<file path="config.mk">
export PLATFORM = sky130hd
export DESIGN_NAME = full_adder_core
export DESIGN_NICKNAME = d
export VERILOG_FILES = /design/src/rtl/full_adder_pkg.sv /design/src/rtl/full_adder_bit.sv /design/src/rtl/full_adder_core.sv
export SDC_FILE = /design/constraint.sdc
export NUM_CORES = 1
export LEC_CHECK = 0
export CAP_MARGIN = 10
export CORE_AREA = 2 2 39 41
export CTS_CLUSTER_DIAMETER = 40
export DETAILED_ROUTE_END_ITERATION = 6
export DIE_AREA = 0 0 41 43
export SKIP_LAST_GASP = 1
export SYNTH_ARGS = -nofsm -noshare
export SYNTH_HDL_FRONTEND = slang
export SYNTH_HIERARCHICAL = 1
export SYNTH_SLANG_ARGS = --single-unit
</file>
<file path="constraint.sdc">
create_clock -name clk -period 1.7 [get_ports clk]
set_input_delay 0.17 -clock clk [delete_from_list [all_inputs] [get_ports clk]]
set_output_delay 0.17 -clock clk [all_outputs]
set_load 0.03 [all_outputs]
</file>
<file path="src/rtl/full_adder_pkg.sv">
// Shared constants and types for the registered ripple-carry full adder.
package full_adder_pkg;

  localparam int FA_MAX_WIDTH = 64;

  typedef struct packed {
    logic cout;
    logic sum;
  } fa_pair_t;

  function automatic fa_pair_t fa_eval(input logic a, input logic b, input logic c);
    fa_pair_t r;
    r.sum  = a ^ b ^ c;
    r.cout = (a & b) | (a & c) | (b & c);
    return r;
  endfunction

endpackage

</file>
<file path="src/rtl/full_adder_bit.sv">
// Purely combinational 1-bit full-adder cell; the leaf of the ripple chain.
module full_adder_bit
  import full_adder_pkg::*;
(
  input  logic a_i,
  input  logic b_i,
  input  logic cin_i,
  output logic sum_o,
  output logic cout_o
);

  fa_pair_t pair;

  assign pair   = fa_eval(a_i, b_i, cin_i);
  assign sum_o  = pair.sum;
  assign cout_o = pair.cout;

endmodule

</file>
<file path="src/rtl/full_adder_core.sv">
// Registered WIDTH-bit ripple-carry adder, 1-cycle latency, no backpressure.
// Define FULL_ADDER_OVERFLOW_EN to add the registered signed-overflow output ovf.
module full_adder_core
  import full_adder_pkg::*;
#(
  parameter int WIDTH = 1
) (
  input  logic             clk,
  input  logic             rst_n,
  input  logic             in_valid,
  input  logic [WIDTH-1:0] a,
  input  logic [WIDTH-1:0] b,
  input  logic             cin,
  output logic             out_valid,
  output logic [WIDTH-1:0] sum,
  output logic             cout
`ifdef FULL_ADDER_OVERFLOW_EN
  ,
  output logic             ovf
`endif
);

  // c[i] is the carry into bit i; c[WIDTH] is the carry out.
  logic [WIDTH:0]   c;
  logic [WIDTH-1:0] s;

  assign c[0] = cin;

  for (genvar gi = 0; gi < WIDTH; gi++) begin : g_cell
    full_adder_bit u_bit (
      .a_i   (a[gi]),
      .b_i   (b[gi]),
      .cin_i (c[gi]),
      .sum_o (s[gi]),
      .cout_o(c[gi+1])
    );
  end

  logic [WIDTH-1:0] sum_q, sum_d;
  logic             cout_q, cout_d;
  logic             valid_q, valid_d;

  // Capture only when in_valid, so undriven operands while idle never reach the registers.
  always_comb begin
    sum_d   = sum_q;
    cout_d  = cout_q;
    valid_d = in_valid;
    if (in_valid) begin
      sum_d  = s;
      cout_d = c[WIDTH];
    end
  end

  always_ff @(posedge clk or negedge rst_n) begin
    if (!rst_n) begin
      sum_q   <= '0;
      cout_q  <= 1'b0;
      valid_q <= 1'b0;
    end else begin
      sum_q   <= sum_d;
      cout_q  <= cout_d;
      valid_q <= valid_d;
    end
  end

  assign sum       = sum_q;
  assign cout      = cout_q;
  assign out_valid = valid_q;

`ifdef FULL_ADDER_OVERFLOW_EN
  logic ovf_q, ovf_d;

  // Signed overflow: carry into the sign bit differs from carry out of it.
  always_comb begin
    ovf_d = ovf_q;
    if (in_valid) ovf_d = c[WIDTH] ^ c[WIDTH-1];
  end

  always_ff @(posedge clk or negedge rst_n) begin
    if (!rst_n) ovf_q <= 1'b0;
    else        ovf_q <= ovf_d;
  end

  assign ovf = ovf_q;
`endif

endmodule

</file>
* Word level (Yosys, flattened, before mapping)
Index checks and enable logic that the tools add are counted.
** Storage, ports and cells
- Input bits :: 6
- Output and inout port bits :: 3
- Register bits after elaboration :: 3
- Logic and storage cells :: 10
** Operators by class
- Bitwise operators :: 7
** Operator list (count)
- $and 1x1->1 :: 3
- $or 1x1->1 :: 2
- $xor 1x1->1 :: 2

* Logic depth before layout (Yosys ltp)
- Depth in word-level cells :: 3
- Gate-level depth with buffers :: 2
- Depth with buffers taken out :: 2

* Hierarchy
Netlist, hierarchy kept.
** Modules (own cells, without submodules)
- full_adder_core :: cells an instance 5, instances 1, area each 97.6 um2, seq. area each 75.1 um2
- full_adder_bit :: cells an instance 1, instances 1, area each 20.0 um2, seq. area each 0.0 um2

* Least setup slack after synthesis
No wires, ideal clock.
- Kind :: input to register
- Start :: input port a
- End :: register sum_q, in the netlist sum
- Data required time :: 1.575 ns
- Cell stages on the path :: 2
- Path slack :: 0.704 ns
- Buffers on the path :: 0
- Setup time :: 0.125 ns
- Arrival time :: 0.871 ns
- Cells stage by stage :: fa_1 mux2_2
** Between the ends
- Longest elaborated chain between the ends :: 2
** RTL lines
- start: declaration :: RTL line full_adder_core.sv:11 : input logic [WIDTH-1:0] a,
- $xor 1x1->1 (2 in a row) :: RTL line full_adder_pkg.sv:13 : r.sum = a ^ b ^ c;
- end signal: assignment :: RTL line full_adder_core.sv:60 : sum_q <= sum_d;
- end: declaration :: RTL line full_adder_core.sv:39 : logic [WIDTH-1:0] sum_q, sum_d;
No other way between the ends.
A chain may end at the register's enable or synchronous reset.

* Worst setup path in the final report
- Start :: register cout_q, in the netlist cout
- End :: output port cout
** RTL lines
- start: declaration :: RTL line full_adder_core.sv:40 : logic cout_q, cout_d;
- start signal: assignment :: RTL line full_adder_core.sv:61 : cout_q <= cout_d;
- end: declaration :: RTL line full_adder_core.sv:16 : output logic cout
No word-level cell between the ends.

==> impl_results.md <==
- CTS tree: yes
- Clock buffers created by TritonCTS: 3
- Vias in the first global route: around 130
- Total power consumption of the routed design: roughly 270 µW
- Per-instance average area after synthesis: about 20 µm²
- RSZ-0062 raised after global routing: no
- Ys async rst share: 100%
- Worst setup endpoint: cout
- Worst hold margin: ~120 ps
- Largest driver fanout on the critical path: 2
- Worst hold path type: input port to async pin
- Detailed-route via count: between 90 and 100
- Latest clock arrival within the worst-skew pair: ~230 ps
- Area of placed instances: 218 µm²
- Leading cell types by count after synthesis: dfrtp_1, mux2_2, fa_1
- Largest net degree at the start of global routing: 4
- Global-route wire length before repair: around 480 µm
- Number of antenna violations at the first check in global routing: 0
- Worst flop-to-flop path startpoint: cout
- Crit path depth: 1
- Flops & latches, synth: 3
- Reg2Reg Setup Slack: between 900 and 1000 ps
- Combinational Power Share: a little under a quarter
- Most common flop cell mapped by yosys: dfrtp_1
- CTS Root Cell: clkbuf_4
- Number of failing hold endpoints at the final stage: 0
- Violation count after the first detailed-route iteration: 1
- Pwr Density: between 1000 and 1500 mW/mm²
- Height of the die: approximately 43 µm
- Post-synthesis instance area: 118 µm²
- Clock slew at the register clock pins of the worst setup and hold paths: roughly 40 ps
- CP Data Arrival Time: about 1200 ps
- Effective utilization at floorplan: under 10%
- # setup viols final: 0
- Crit path buf inv count: 1
- Port-buffer cells: 8
- Antenna Diode Count: 0
- Die ar.: 0.00176 mm²
- Area growth from synthesis to final layout: 107%
- Startpoint-to-endpoint class of the critical path: flip-flop to primary output
- Warnings from Yosys: 6
- Core area: 0.00138 mm²
- GRT Resource Usage Total: 5.53%
- Synth unique cells: 3
- Overflow after GRT: 0
- Register-to-Register Path Depth: 1
- Count of buffers added by post-CTS timing repair for setup: 0
- Final routed wirelength across all metal layers: around 270 µm
- Remaining max-slew budget at the tightest pin: around four fifths
- Biggest area contributors in the synthesized netlist: dfrtp_1, mux2_2, fa_1
- Number of cells produced by synthesis: 6
- Slew Limit Fails: 0
- Clock sink count: 3
- Cell at the slowest stage of the critical path: clkdlybuf4s50_1
- Worst ir drop on vdd: 161 µV
- Cell type group with the largest total delay on the critical path: buffers and inverters
- Fin crit period: 1400 ps
- Type of element launching the critical path: flip-flop
- Fin crit share: slightly above 80%
- Lkg Pwr: between 0.00009 and 0.0001 µW
- Worst Skew: 0 ps
- Area fraction of the dominant cell type after synthesis: 63.8%
- Number of nets with antenna violations after routing: 0
- Number of enable-type register cells in the synthesized netlist: 0
- Switching portion of total power: 25.4%
- Setup TNS: 0 ps
- Maximum clock insertion buffer count: 2
- CTS Hold Buffers Added: 0
- Part of the total power dissipated in sequential elements: 31.4%
- Routability-driven placement congestion ratio: roughly 0.50
- Portion of the post-synthesis area used by sequential elements: ~64%
- Largest incremental delay on the critical path: roughly 670 ps
- Status: finished clean
- Post-Synthesis Net Count: 13
- Switch Pwr: about 70 µW
- Boundary Pins: 9
- Worst slew pin tran: between 300 and 400 ps
- Iteration count of the initial detailed-routing pass: 2
- Clock share of power: a little under half
- Detailed-route vias per instance: approximately 2.7
- Largest area contributor in the synthesized netlist: dfrtp_1
- Max_cap viols: 0
- Most common cell in the synthesized netlist: dfrtp_1
- DR DRC count: 0
- Internal power component: 201 µW
- Layout cell share with drive strength beyond 1: around 28%
- Design area: about 240 µm²
- Final net count: 26
- Post-CTS resize count: 0
- Critical path startpoint: cout
- FF-to-FF End: cout
- Maximum clock rate: 0.714 GHz
- CTS H-tree depth: 1
- Type of element capturing the critical path: primary output
- Crit path required time: 1530 ps
- Number of standard-cell rows in the floorplan: 14
- Critical path, cell by cell: clkdlybuf4s50_1
- Routed wire length per instance: around 7.8 µm
- Die width: just over 40 µm
==> state kept, by name, indices dropped and copies added (netlist names) <==
signal / flops
out_valid: 1
sum: 1
cout: 1
==> cell usage in the layout, fill, tap and decap left out <==
| cell | synthesis | final |
|---|---|---|
| clkdlybuf4s50_1 | 0 | 8 |
| clkbuf_4 | 0 | 3 |
| dfrtp_1 | 3 | 3 |
| mux2_2 | 2 | 2 |
| clkbuf_1 | 0 | 1 |
| fa_1 | 1 | 1 |
==> routing by layer <==
layer	global-route usage [%]	wire [µm]
met4	8.00	0
met3	8.38	83
met1	3.87	88
met5	0	0
met2	4.69	94
==> layout make-up <==
class / instances / area (µm²)
fill: 152 / 1140
timing repair buffer: 8 / 80.1
sequential: 3 / 75.1
multi-input combinational: 3 / 42.5
clock buffer: 4 / 26.3
tap: 16 / 20.0
==> stage by stage <==
stage	util [%]	std cells	setup WS, ps
CTS	17.6	34	280
detailed placement	15.7	30	234
finish	17.6	34	299
floorplan	-	6	704
global route	17.6	34	236
global placement	15.7	30	250
==> power groups by stage <==
stage / Sequential [µW] / Clock, µW / Combinational (µW)
after CTS: 84.9 / 132 / 62.4
after detailed placement: 85.9 / 0 / 62.2
after global routing: 86.3 / 139 / 67.0
after global placement: 85.1 / 0 / 60.9
final: 84.6 / 124 / 61.6
after floorplan: 104 / 0 / 9.34
==> cells by family (layout without fill, tap and decap cells) <==
group / count (synthesis) / count (layout) / share of synthesized area, %
fa+ha+maj: 1 / 1 / 17.0
buf+inv: 0 / 12 / 0
flops: 3 / 3 / 63.8
mux: 2 / 2 / 19.1
==> worst min path at each step <==
stage	slack (ps)	endpoint	depth (start not counted)	start
3_5_place_dp	370	out_valid	1	rst_n
5_1_grt	120	cout	1	rst_n
2_1_floorplan	-130	cout	0	rst_n
4_1_cts	120	out_valid	1	rst_n
3_3_place_gp	360	out_valid	1	rst_n
6_report	120	out_valid	1	rst_n
(Power assumes the default switching activity.)
